--- src/rtl/keyboard_event_queue_if.sv ---
// Event handshake between a key-event producer and keyboard_event_queue.
// The producer holds ev_valid/ev_press/ev_code until ev_ready is seen on an edge.
interface keyboard_event_queue_if;
  logic       ev_valid;
  logic       ev_ready;
  logic       ev_press;
  logic [7:0] ev_code;

  modport master (
    output ev_valid,
    output ev_press,
    output ev_code,
    input  ev_ready
  );

  modport slave (
    input  ev_valid,
    input  ev_press,
    input  ev_code,
    output ev_ready
  );
endinterface

--- src/rtl/keyboard_event_queue.sv ---
// keyboard_event_queue: buffers key press/release events in a small FIFO and
// presents the currently held key code as the 16-bit memory-mapped keyboard
// word. A loaded code stays visible until its hold counter reaches HOLD_CYCLES,
// so a short keystroke is never missed by a polling program.
// Optional build macro KBD_OVF_EN adds a sticky drop flag (ovf) with clear (ovf_clr).
module keyboard_event_queue #(
  parameter int unsigned DEPTH       = 4,
  parameter int unsigned HOLD_CYCLES = 16
) (
  input  logic                  clk,
  input  logic                  reset,
  keyboard_event_queue_if.slave ev,
  output logic [15:0]           key_out
`ifdef KBD_OVF_EN
  ,
  output logic                  ovf,
  input  logic                  ovf_clr
`endif
);

  localparam int unsigned PW   = (DEPTH > 1) ? $clog2(DEPTH) : 1;
  localparam int unsigned CW   = $clog2(DEPTH + 1);
  localparam int unsigned HW   = $clog2(HOLD_CYCLES + 1);
  localparam logic [CW-1:0] FULL_CNT = CW'(DEPTH);
  localparam logic [HW-1:0] HOLD_MAX = HW'(HOLD_CYCLES);

  typedef enum logic {IDLE, HELD} state_t;

  // FIFO storage: {press, code} per entry
  logic [8:0]    mem [DEPTH];
  logic [PW-1:0] wptr, rptr;
  logic [CW-1:0] count;
  logic          full, empty;
  logic          push, pop;
  logic          head_press;
  logic [7:0]    head_code;

  // Held-key state
  state_t        state, state_n;
  logic [7:0]    cur, cur_n;
  logic [HW-1:0] hcnt, hcnt_n;
  logic          hold_met;

  assign full        = (count == FULL_CNT);
  assign empty       = (count == '0);
  assign ev.ev_ready = !full;
  assign push        = ev.ev_valid && !full;
  assign head_press  = mem[rptr][8];
  assign head_code   = mem[rptr][7:0];
  assign hold_met    = (hcnt == HOLD_MAX);

  // FIFO data array; contents are meaningless while count is zero, so no reset
  always_ff @(posedge clk) begin
    if (push) begin
      mem[wptr] <= {ev.ev_press, ev.ev_code};
    end
  end

  // FIFO pointers and occupancy
  always_ff @(posedge clk or posedge reset) begin
    if (reset) begin
      wptr  <= '0;
      rptr  <= '0;
      count <= '0;
    end else begin
      if (push) wptr <= wptr + PW'(1);
      if (pop)  rptr <= rptr + PW'(1);
      case ({push, pop})
        2'b10:   count <= count + CW'(1);
        2'b01:   count <= count - CW'(1);
        default: count <= count;
      endcase
    end
  end

  // Held-key state register
  always_ff @(posedge clk or posedge reset) begin
    if (reset) begin
      state <= IDLE;
      cur   <= '0;
      hcnt  <= '0;
    end else begin
      state <= state_n;
      cur   <= cur_n;
      hcnt  <= hcnt_n;
    end
  end

  // Head-of-queue decision: at most one pop per cycle, a waiting head blocks the queue
  always_comb begin
    state_n = state;
    cur_n   = cur;
    hcnt_n  = hcnt;
    pop     = 1'b0;
    if (state == HELD && !hold_met) begin
      hcnt_n = hcnt + HW'(1);
    end
    if (!empty) begin
      case (state)
        IDLE: begin
          pop = 1'b1;
          if (head_press) begin
            cur_n   = head_code;
            hcnt_n  = '0;
            state_n = HELD;
          end
        end
        HELD: begin
          if (head_press) begin
            if (head_code == cur) begin
              pop = 1'b1;
            end else if (hold_met) begin
              pop    = 1'b1;
              cur_n  = head_code;
              hcnt_n = '0;
            end
          end else begin
            if (head_code != cur) begin
              pop = 1'b1;
            end else if (hold_met) begin
              pop     = 1'b1;
              state_n = IDLE;
            end
          end
        end
        default: begin
          state_n = IDLE;
        end
      endcase
    end
  end

  // Keyboard word seen by the CPU
  always_comb begin
    key_out = '0;
    if (state == HELD) begin
      key_out = {8'h00, cur};
    end
  end

`ifdef KBD_OVF_EN
  // Sticky drop flag: a stalled offer sets it, and setting wins over clearing
  always_ff @(posedge clk or posedge reset) begin
    if (reset) begin
      ovf <= 1'b0;
    end else if (ev.ev_valid && full) begin
      ovf <= 1'b1;
    end else if (ovf_clr) begin
      ovf <= 1'b0;
    end
  end
`endif

endmodule

--- src/flat_wrapper.sv ---
// flat-port wrapper written by rule: the top's interface ports become plain ports
module keyboard_event_queue_flat 
#(
  parameter int unsigned DEPTH       = 4,
  parameter int unsigned HOLD_CYCLES = 16
)
  (clk, reset, key_out, ev_ev_valid, ev_ev_press, ev_ev_code, ev_ev_ready);
  keyboard_event_queue_if ev_i ();
  input  logic clk;
  input  logic reset;
  output logic [15:0] key_out;
  input wire logic [$bits(ev_i.ev_valid)-1:0] ev_ev_valid;
  input wire logic [$bits(ev_i.ev_press)-1:0] ev_ev_press;
  input wire logic [$bits(ev_i.ev_code)-1:0] ev_ev_code;
  output wire logic [$bits(ev_i.ev_ready)-1:0] ev_ev_ready;
  assign ev_i.ev_valid = ev_ev_valid;
  assign ev_i.ev_press = ev_ev_press;
  assign ev_i.ev_code = ev_ev_code;
  assign ev_ev_ready = ev_i.ev_ready;
  keyboard_event_queue #(.DEPTH(DEPTH), .HOLD_CYCLES(HOLD_CYCLES)) u_core (.clk(clk), .reset(reset), .ev(ev_i), .key_out(key_out));
endmodule
--- config.mk ---
export PLATFORM = sky130hd
export DESIGN_NAME = keyboard_event_queue_flat
export DESIGN_NICKNAME = d
export VERILOG_FILES = /design/src/rtl/keyboard_event_queue_if.sv /design/src/rtl/keyboard_event_queue.sv /design/src/flat_wrapper.sv
export SDC_FILE = /design/constraint.sdc
export NUM_CORES = 1
export LEC_CHECK = 0
export ABC_AREA = 0
export BUFFER_PORTS_ARGS = -buffer_cell sky130_fd_sc_hd__buf_2
export CORE_MARGIN = 4
export CORE_UTILIZATION = 38
export CTS_CLUSTER_DIAMETER = 60
export DETAILED_ROUTE_END_ITERATION = 8
export PLACE_DENSITY = 0.54
export REMOVE_ABC_BUFFERS = 1
export SLEW_MARGIN = 20
export SYNTH_ARGS = -nofsm -noshare
export SYNTH_HDL_FRONTEND = slang
export SYNTH_SLANG_ARGS = --single-unit
--- constraint.sdc ---
create_clock -name clk -period 4.17 [get_ports clk]
set_input_delay 1.0425 -clock clk [delete_from_list [all_inputs] [get_ports clk]]
set_output_delay 1.0425 -clock clk [all_outputs]
set_load 0.005 [all_outputs]
# Yosys cells after proc, flatten, opt, wreduce, memory -nomap -nowiden
# Memories as Yosys holds them, arrays and structs flattened.
# Index checks and enable logic that the tools add are counted.
# classes
addsub	5
n_eq_ne	10
mux	27
n_bitwise	2
reduce_logical	7
# op_table
cell	n
$mux W8	5
$mux W5	6
$pmux W8 S2	1
$mux W1	11
$pmux W5 S2	1
$eq A8 B8 Y1	1
$ne A8 B8 Y1	1
$pmux W3 S2	1
$add A5 B1 Y5 const B	1
$eq A5 B5 Y1 const B	1
$reduce_and A5 Y1	1
$add A2 B1 Y2 const B	2
$ne A2 B1 Y1 const B	2
$ne A2 B2 Y1 const B	2
$pmux W1 S2	2
$add A3 B1 Y3 const B	1
$eq A3 B3 Y1 const B	1
$logic_not A3 Y1	1
$sub A3 B1 Y3 const B	1
$eq A2 B1 Y1 const B	1
$eq A2 B2 Y1 const B	1
$logic_and A1 B1 Y1	2
$logic_not A1 Y1	2
$not A1 Y1	2
$reduce_bool A2 Y1	1
# totals
ff_bits	21
ram_bits	36
input_bits	12
out_inout_bits	17
memories	1
# mem_list
name	depth	word_bits	read_ports	rd_clocked_by_memory_dff	write_ports	line	rtl
u_core.mem	4	9	1	0	1	keyboard_event_queue.sv:30	logic [8:0] mem [DEPTH];

# Logic depth before layout (Yosys ltp)
# Gate-level depths: netlist of the first run.
# depth
depth_word	9
ltp_mapped	14

# Worst setup path after synthesis of the first run
# Ideal clock, no wire load.
# synth_path
path_type	register to register
startpoint	register u_core.rptr[0]
endpoint	register u_core.count[2]
setup_ns	0.079
arrival_ns	2.956
required_ns	4.091
path_slack_ns	1.135
path_stages_with_launch	15
path_buffers	2
synth_period_minus_slack_ns	3.035
path_cell_list	dfrtp_1 -> buf_6 -> buf_8 -> mux4_2 -> xnor2_1 -> nand4_2 -> or2_4 -> xnor2_1 -> a21oi_1 -> ha_1 -> inv_1 -> fa_1 -> xor2_1 -> nor2_1 -> xor2_1
# synth_between
elab_chain_cells	8
word_cells_on_any_way	12
cone_classes	eq/ne (4); mux (6); reduce/logical (1); memory (1)
# synth_rtl
item	line	rtl
start: declaration	keyboard_event_queue.sv:31	logic [PW-1:0] wptr, rptr;
start signal: assignment	keyboard_event_queue.sv:67	if (pop) rptr <= rptr + PW'(1);
$mem_v2 Z4 W9 *	n/a	
$ne A8 B8 Y1 or $eq A8 B8 Y1 (tied branches)	keyboard_event_queue.sv:118, keyboard_event_queue.sv:110	
$mux W1 (on tied branches)	keyboard_event_queue.sv:118, keyboard_event_queue.sv:110	
$mux W1 *	keyboard_event_queue.sv:109	if (head_press) begin
$pmux W1 S2 *	keyboard_event_queue.sv:99	case (state)
$mux W1 *	keyboard_event_queue.sv:98	if (!empty) begin
net u_core.pop	keyboard_event_queue.sv:34	logic push, pop;
$eq A2 B1 Y1 or $eq A2 B2 Y1 (tied branches)	keyboard_event_queue.sv:68	case ({push, pop})
$pmux W3 S2 or $reduce_bool A2 Y1 (tied branches)	n/a	
end signal: assignment	keyboard_event_queue.sv:69	2'b10: count <= count + CW'(1);
end signal: assignment	keyboard_event_queue.sv:70	2'b01: count <= count - CW'(1);
end signal: assignment	keyboard_event_queue.sv:71	default: count <= count;
end: declaration	keyboard_event_queue.sv:32	logic [CW-1:0] count;
# The timed path passes the listed nets; every way through them passes the cells marked *.
# A chain may end at the register's enable or synchronous reset.

# Worst setup path after layout of the first run
# Same ends and word-level chain as after synthesis.

==> flow_summary.json, run 1 <==
{
  "status": "finished, final reports clean",
  "holdWs_ns": 0.520,
  "netlist_instances": 190,
  "viasPerCell": 4.73,
  "tns_ns": 0,
  "fp.dieArea_mm2": 0.00862,
  "cts_max_level": 3,
  "clk_pin_slew_ns": 0.06,
  "yosys-top-cells-area": "edfxtp_1, dfrtp_1, mux4_1, xnor2_1, ha_1",
  "layout.nets": 234,
  "multi_input_area_mm2": 0.00100,
  "fin_crit_ns": 3.59,
  "ys_seq_area_frac": 0.587,
  "synth_area_mm2": 0.00274,
  "track_usage": 0.121,
  "instances_no_fill": 314,
  "ys_warn_count": 0,
  "worstHoldStart": "u_core.count[0]$_DFFE_PP0P_",
  "wirelength_mm": 4.60,
  "required_ns": 4.42,
  "final_cell_mix": "edfxtp_1, dfrtp_1, buf_2",
  "worstMarginPinSlew_ns": 0.843,
  "numPortBuffers": 20,
  "min_path_type": "reg2reg",
  "finalSetupViolations": 0,
  "cp_max_fo": 15,
  "area.sequential_mm2": 0.00161,
  "grt_max_degree": 22,
  "antenna_found_initial": 0,
  "dieWidth_um": 92.8,
  "avgSynthCellArea_um2": 14.4,
  "cts_made_buffers": 9,
  "fmax_mhz": 279,
  "cp-startpoint": "u_core.rptr[0]$_DFFE_PP0P_",
  "cts_root_buf": "clkbuf_8",
  "synth_edf_count": 36,
  "drt_drc_violations_left": 0,
  "cp-start-kind": "flip-flop",
  "syn_to_final_growth_pct": 11.8,
  "powerDensity_mw_per_mm2": 722,
  "power.total_uw": 2210,
  "core_area_mm2": 0.00691,
  "cts_hold_buf": 0,
  "path_class": "reg2reg",
  "pin_count": 29,
  "clock_skew_ns": 0.00908,
  "ys_async_sr_fraction": 0.368,
  "place_hpwl_mm": 3.12,
  "cts_resized": 0,
  "ys_ff_latch": 57,
  "via_count": 1485,
  "arrival_ns": 3.84,
  "cts_tree": "built",
  "n_fill_cell": 651,
  "ys.flop_type": "edfxtp_1",
  "vdd_drop_max_uv": 347,
  "grt_pass1_vias": 1513,
  "drt_first_pass_iters": 4,
  "num_antenna_cells": 0,
  "reg2reg_from": "u_core.rptr[0]$_DFFE_PP0P_",
  "insertion_delay_ns": 0.33,
  "die_h_um": 92.8,
  "num_rows": 30,
  "initial_utilization": 0.396,
  "netlist.area_leader.share": 0.395,
  "place_congestion": 0.737,
  "wire_per_inst_um": 14.6,
  "cts.path.max_buffers": 2,
  "postCtsSetupBuffers": 0,
  "hold_viol": 0,
  "grt_first_pass_wirelength_mm": 7.75,
  "drive_gt1_frac": 0.229,
  "max-slew-margin-rel": 0.437,
  "dp_cells": 299,
  "yosysTopAreaCell": "edfxtp_1",
  "cts.sinks": 57,
  "min_period_over_period": 0.860,
  "drtIter0Drc": 95,
  "crit_path_end_kind": "flip-flop",
  "ant_nets": 0,
  "drv_slew": 0,
  "leakagePower_uw": 0.00121,
  "rsz0062_at_grt": "no",
  "mostFrequentLayoutCell": "edfxtp_1",
  "cap_violations": 0,
  "synth.distinct_cells": 39,
  "overflow": 0
}
[cell usage after synthesis, types with 3 or more instances]
cell type,number
mux2_2,3
o21ai_0,5
mux4_1,6
nor3_1,4
xor2_1,5
xnor2_1,12
nor2_1,11
nand2_1,9
mux2_4,5
and3_1,4
clkbuf_1,3
and2_1,10
inv_1,10
edfxtp_1,36
mux4_2,3
nand3_1,4
buf_4,8
ha_1,7
dfrtp_1,21
[through the flow]
step                utilization  area [um^2]  setup slack, ns
floorplan                     -         2650            0.914
global placement          0.416         2880            0.597
detailed placement        0.416         2880            0.537
CTS                       0.443         3060            0.533
global route              0.443         3060            0.292
finish                    0.443         3060            0.584
[worst paths after layout]
kind | depth (start not counted) | slack, ns | endpoint
max in group asynchronous | 2 | 2.77 | u_core.state$_DFFE_PP0N_
hold / removal | 1 | 0.52 | u_core.count[0]$_DFFE_PP0P_
min in group asynchronous | 2 | 0.87 | u_core.wptr[1]$_DFFE_PP0P_
setup / recovery | 12 | 0.58 | u_core.count[2]$_DFFE_PP0P_
hold reg to reg | 1 | 0.52 | u_core.count[0]$_DFFE_PP0P_
setup reg to reg | 12 | 0.58 | u_core.count[2]$_DFFE_PP0P_
[cells by family (layout without fill, tap and decap cells)]
logic type / count (synthesis) / in the layout / synth area share
flops: 57 / 57 / 0.587
simple gates: 52 / 52 / 0.106
buf+inv: 25 / 46 / 0.0554
xor+xnor: 17 / 17 / 0.0544
mux: 17 / 17 / 0.122
compound gates: 13 / 13 / 0.0339
fa+ha+maj: 8 / 8 / 0.0393
other cells: 1 / 8 / 0.00137
[registers in the layout, indices dropped and copies added, names as in the netlist]
signal / cells
u_core.mem: 36
u_core.cur: 8
u_core.hcnt: 5
u_core.count: 3
u_core.rptr: 2
u_core.wptr: 2
u_core.state: 1
[power by group]
part | switching (uW) | internal [uW] | leakage [uW]
logic | 395 | 403 | 0.000542
clock network | 215 | 269 | 0.0000925
registers | 146 | 782 | 0.000579
[worst max-delay path: stages, from the launching register on]
cell	delay, ns
dfrtp_1	0.77
mux4_1	0.69
xnor2_1	0.19
nand4_2	0.21
or2_4	0.33
xnor2_1	0.12
a21oi_1	0.16
ha_1	0.19
inv_1	0.06
fa_1	0.37
xor2_1	0.15
nor2_1	0.11
xor2_1	0.15
[cell type report]
class	count	share of cell area
well taps	96	0.0393
flip-flops and latches	57	0.525
repair buffers	21	0.0352
clock inverters	6	0.0196
clock buffers	9	0.0405
inverters	10	0.0123
multi-input cells	115	0.328
[metal layers]
layer  up-vias  track usage  part of all wire
li1        725            -                 -
met3         6       0.0487             0.063
met1       717        0.155              0.46
met5         -            0                 0
met4         0       0.0403             0.014
met2        37        0.188              0.47
No activity file was read; power rests on OpenSTA's default activity.
==> run 2: changes to the inputs <==
--- a/config.mk
+++ b/config.mk
@@ -8,10 +8,10 @@
 export ABC_AREA = 0
 export BUFFER_PORTS_ARGS = -buffer_cell sky130_fd_sc_hd__buf_2
 export CORE_MARGIN = 4
-export CORE_UTILIZATION = 38
+export CORE_UTILIZATION = 50
 export CTS_CLUSTER_DIAMETER = 60
 export DETAILED_ROUTE_END_ITERATION = 8
-export PLACE_DENSITY = 0.54
+export PLACE_DENSITY = 0.68
 export REMOVE_ABC_BUFFERS = 1
 export SLEW_MARGIN = 20
 export SYNTH_ARGS = -nofsm -noshare
==> run 2 against run 1 <==
Critical path depth did not move. Die area is 22% lower. Register-to-register slack got worse by 0.13 ns. Combinational power up 3.6%. Sequential cell count is the same. Final area unchanged. Critical endpoint unchanged. Largest cell class unchanged.
==> flow_summary.json, run 2 (synthesis gave the netlist of run 1 again) <==
{
  "wire_per_inst_um": 16.8,
  "grt_max_degree": 22,
  "viasPerCell": 5.46,
  "cts_tree": "built",
  "area.sequential_mm2": 0.00161,
  "initial_utilization": 0.525,
  "place_hpwl_mm": 3.40,
  "status": "finished, final reports clean",
  "layout.nets": 235,
  "n_fill_cell": 426,
  "pin_count": 29,
  "ant_nets": 0,
  "cts_root_buf": "clkbuf_8",
  "final_cell_mix": "edfxtp_1, dfrtp_1, buf_2",
  "reg_top3": "u_core.mem x36, u_core.cur x8, u_core.hcnt x5",
  "drt_first_pass_iters": 4,
  "fp.dieArea_mm2": 0.00672,
  "wirelength_mm": 4.88,
  "cts_max_level": 3,
  "multi_input_area_mm2": 0.00100,
  "finalSetupViolations": 0,
  "fmax_mhz": 269,
  "largest-register": "u_core.mem",
  "drive_gt1_frac": 0.227,
  "timing.final.ws_setup_ns": 0.451,
  "num_antenna_cells": 0,
  "track_usage": 0.170,
  "hold_viol": 0,
  "insertion_delay_ns": 0.33,
  "mostFrequentLayoutCell": "edfxtp_1",
  "crit_path_end_kind": "flip-flop",
  "grt_pass1_vias": 1637,
  "worstMarginPinSlew_ns": 0.831,
  "required_ns": 4.42,
  "leakagePower_uw": 0.00123,
  "cts_hold_buf": 0,
  "syn_to_final_growth_pct": 11.8,
  "cp_max_fo": 15,
  "powerDensity_mw_per_mm2": 753,
  "via_count": 1582,
  "cts.path.max_buffers": 2,
  "dp_slack_ns": 0.471,
  "grt_first_pass_wirelength_mm": 8.06,
  "cp-start-kind": "flip-flop",
  "postCtsSetupBuffers": 0,
  "min_period_over_period": 0.892,
  "max-slew-margin-rel": 0.445,
  "cts_made_buffers": 9,
  "drt_drc_violations_left": 0,
  "drv_slew": 0,
  "die_h_um": 82.0,
  "holdWs_ns": 0.547,
  "clock_skew_ns": 0.00647,
  "core_area_mm2": 0.00520,
  "rsz0062_at_grt": "no",
  "cts.sinks": 57,
  "path_class": "reg2reg",
  "dieWidth_um": 82.0,
  "arrival_ns": 3.96,
  "largest_reg_flops": 36,
  "min_path_type": "reg2reg",
  "antenna_found_initial": 0,
  "num_rows": 26,
  "vdd_drop_max_uv": 406,
  "tns_ns": 0,
  "numPortBuffers": 20,
  "cap_violations": 0,
  "overflow": 0,
  "drtIter0Drc": 97,
  "cts_resized": 0,
  "fin_crit_ns": 3.72,
  "clk_pin_slew_ns": 0.07,
  "place_congestion": 0.837
}
[run 2: report_power, final]
group          switching, uW  internal, uW  total (uW)
sequential               150           783         932
clock                    213           330         543
combinational            420           406         827
total                    783          1520        2300
[run 2: layer usage]
metal | wire [um] | vias up | GRT usage
met5 | 0 | - | 0
met4 | 155 | 0 | 0.106
met3 | 245 | 12 | 0.0406
met2 | 2490 | 48 | 0.286
met1 | 1990 | 797 | 0.194
li1 | - | 725 | -
[run 2: worst max-delay path: stages, from the launching register on]
cell     delay, ns
dfrtp_1       0.77
mux4_1        0.69
xnor2_1       0.19
nand4_2       0.22
or2_4         0.33
xnor2_1       0.14
a21oi_1       0.18
ha_1          0.21
inv_1         0.06
fa_1          0.38
xor2_1        0.16
nor2_1        0.11
xor2_1        0.18
[run 2: metrics by stage]
step / instances / area, um^2 / utilization / total power, uW
2_1_floorplan: 182 / 2650 / - / 1540
3_3_place_gp: 274 / 2850 / 0.548 / 1710
3_5_place_dp: 274 / 2850 / 0.548 / 1780
4_1_cts: 290 / 3060 / 0.588 / 2330
5_1_grt: 290 / 3060 / 0.588 / 2460
6_report: 290 / 3060 / 0.588 / 2300
[run 2: worst paths after layout]
check                                            start                     endpoint  slack (ns)  cells past startpoint
setup / recovery            u_core.rptr[0]$_DFFE_PP0P_  u_core.count[2]$_DFFE_PP0P_        0.45                     12
hold / removal             u_core.count[0]$_DFFE_PP0P_  u_core.count[0]$_DFFE_PP0P_        0.55                      1
setup reg to reg            u_core.rptr[0]$_DFFE_PP0P_  u_core.count[2]$_DFFE_PP0P_        0.45                     12
hold reg to reg            u_core.count[0]$_DFFE_PP0P_  u_core.count[0]$_DFFE_PP0P_        0.55                      1
max in group asynchronous                        reset    u_core.cur[6]$_DFFE_PP0P_        2.78                      2
min in group asynchronous                        reset  u_core.count[1]$_DFFE_PP0P_        0.87                      2
[run 2: layout make-up]
cell class / instances / share of cell area
Sequential cell: 57 / 0.525
Inverter: 10 / 0.0123
Tap cell: 70 / 0.0286
Clock inverter: 7 / 0.0278
Clock buffer: 9 / 0.0405
Multi-Input combinational cell: 115 / 0.328
Timing Repair Buffer: 22 / 0.0376
==> run 3: changes to the inputs <==
--- a/config.mk
+++ b/config.mk
@@ -7,6 +7,7 @@
 export LEC_CHECK = 0
 export ABC_AREA = 0
 export BUFFER_PORTS_ARGS = -buffer_cell sky130_fd_sc_hd__buf_2
+export CORE_ASPECT_RATIO = 1.25
 export CORE_MARGIN = 4
 export CORE_UTILIZATION = 50
 export CTS_CLUSTER_DIAMETER = 60
==> run 3 against run 2 <==
Global-route usage is 1.1 points lower. Register-to-register slack better by 0.07 ns. Final cell count is 3.1% lower. Clock power is 8.3% lower. Power is 2.2% lower. Sequential cell count stayed put. Non-clock buffer count is 1 lower. Die area is 0.11% higher. Combinational power hardly changed. First-iteration DRC count is 22% lower. Wire length is 2.4% lower. Clock skew is 0.0012 ns lower. Largest power group unchanged.
==> flow_summary.json, run 3 (synthesis gave the netlist of run 1 again) <==
{
  "drt_drc_violations_left": 0,
  "fin_crit_ns": 3.65,
  "fp.dieArea_mm2": 0.00672,
  "crit_path_end_kind": "flip-flop",
  "cts_tree": "built",
  "switching_share": 0.352,
  "finalSetupViolations": 0,
  "viasPerCell": 5.44,
  "hold_viol": 0,
  "pwr-share-seq": 0.412,
  "path_delay_family": "flip-flops",
  "pin_count": 29,
  "worstMarginPinSlew_ns": 0.821,
  "numPortBuffers": 20,
  "p_clk_frac": 0.221,
  "num_rows": 29,
  "ant_nets": 0,
  "crit_path_top_delay_cell": "dfrtp_1",
  "grt_max_degree": 22,
  "via_count": 1528,
  "min_period_over_period": 0.874,
  "drt_first_pass_iters": 4,
  "postCtsSetupBuffers": 0,
  "mostFrequentLayoutCell": "edfxtp_1",
  "largest_reg_flops": 36,
  "antenna_found_initial": 0,
  "vdd_drop_max_uv": 298,
  "num_antenna_cells": 0,
  "cts_root_buf": "clkbuf_8",
  "tns_ns": 0,
  "p_int_uw": 1460,
  "syn_to_final_growth_pct": 10.7,
  "cp-start-kind": "flip-flop",
  "required_ns": 4.43,
  "largest-register": "u_core.mem",
  "place_hpwl_mm": 3.26,
  "die_h_um": 90.7,
  "cts_resized": 0,
  "cts_hold_buf": 0,
  "reg_top3": "u_core.mem x36, u_core.cur x8, u_core.hcnt x5",
  "initial_utilization": 0.527,
  "dieWidth_um": 74.2,
  "insertion_delay_ns": 0.33,
  "wirelength_mm": 4.77,
  "core_area_mm2": 0.00519,
  "drtIter0Drc": 76,
  "track_usage": 0.159,
  "critical_path_buf_inv_count": 1,
  "cp_max_fo": 15,
  "combinationalPowerShare": 0.367,
  "min_path_type": "reg2reg",
  "fmax_mhz": 274,
  "cts_max_level": 3,
  "grt_first_pass_wirelength_mm": 7.75,
  "instances_no_fill": 281,
  "p_sw_uw": 792,
  "clk_pin_slew_ns": 0.07,
  "final_cell_mix": "edfxtp_1, dfrtp_1, buf_2",
  "cap_violations": 0,
  "layout.nets": 234,
  "path_class": "reg2reg",
  "drv_slew": 0,
  "dp_cells": 265,
  "status": "finished, final reports clean",
  "grt_pass1_vias": 1623,
  "max_stage_delay_ns": 0.76,
  "cts.path.max_buffers": 2,
  "arrival_ns": 3.90,
  "n_fill_cell": 401,
  "holdWs_ns": 0.518,
  "place_congestion": 0.814,
  "cts_made_buffers": 9,
  "max-slew-margin-rel": 0.452,
  "cts.sinks": 57,
  "rsz0062_at_grt": "no",
  "crit_chain": "mux4_1 -> xnor2_1 -> nand4_2 -> or2_4 -> xnor2_1 -> a21oi_1 -> ha_1 -> inv_1 -> fa_1 -> xor2_1 -> nor2_1 -> xor2_1",
  "drive_gt1_frac": 0.237,
  "wire_per_inst_um": 17.0,
  "overflow": 0,
  "powerDensity_mw_per_mm2": 744,
  "leakagePower_uw": 0.00121,
  "clock_skew_ns": 0.00532
}
## run 3: changes by cell type in the layout (fill, tap and decap cells not counted), sizes merged
cell and delta:
bufinv -1, clkinvlp +3, buf -1, clkinv -2
## run 3: final cells by class
cell class | instances | area [um^2] | share of cell area
tap | 62 | 77.6 | 0.0256
multi-input combinational | 115 | 1000 | 0.331
clock buffer | 9 | 124 | 0.0409
inverter | 10 | 37.5 | 0.0124
clock inverter | 7 | 71.3 | 0.0236
sequential | 57 | 1610 | 0.531
timing repair buffer | 21 | 108 | 0.0355
## run 3: metal layers
metal	global-route usage	up-vias	share of wire
met4	0.0816	0	0.017
li1	-	720	-
met1	0.184	763	0.40
met2	0.257	37	0.54
met3	0.0501	8	0.041
met5	0	-	0
## run 3: path summary, 6_finish.rpt
path | start | end | slack [ns] | depth (start not counted)
max | u_core.rptr[0]$_DFFE_PP0P_ | u_core.count[2]$_DFFE_PP0P_ | 0.52 | 12
min in group asynchronous | reset | u_core.cur[1]$_DFFE_PP0P_ | 0.86 | 2
max reg2reg | u_core.rptr[0]$_DFFE_PP0P_ | u_core.count[2]$_DFFE_PP0P_ | 0.52 | 12
max in group asynchronous | reset | u_core.cur[0]$_DFFE_PP0P_ | 2.80 | 2
min reg2reg | u_core.count[2]$_DFFE_PP0P_ | u_core.count[2]$_DFFE_PP0P_ | 0.52 | 1
min | u_core.count[2]$_DFFE_PP0P_ | u_core.count[2]$_DFFE_PP0P_ | 0.52 | 1
## run 3: power groups by stage
stage / Clock [uW] / Combinational (uW) / Sequential, uW
after floorplan: 0 / 641 / 895
after global placement: 0 / 780 / 929
after detailed placement: 0 / 822 / 940
after CTS: 509 / 828 / 930
after global routing: 543 / 907 / 952
final: 498 / 826 / 927
## run 3: stage by stage
| step | cell area (um^2) | worst slack (ns) | util | total power (uW) |
|---|---|---|---|---|
| 2_1_floorplan | 2650 | 0.914 | - | 1540 |
| 3_3_place_gp | 2830 | 0.618 | 0.546 | 1710 |
| 3_5_place_dp | 2830 | 0.498 | 0.546 | 1760 |
| 4_1_cts | 3030 | 0.505 | 0.584 | 2270 |
| 5_1_grt | 3030 | 0.262 | 0.584 | 2400 |
| 6_report | 3030 | 0.524 | 0.584 | 2250 |
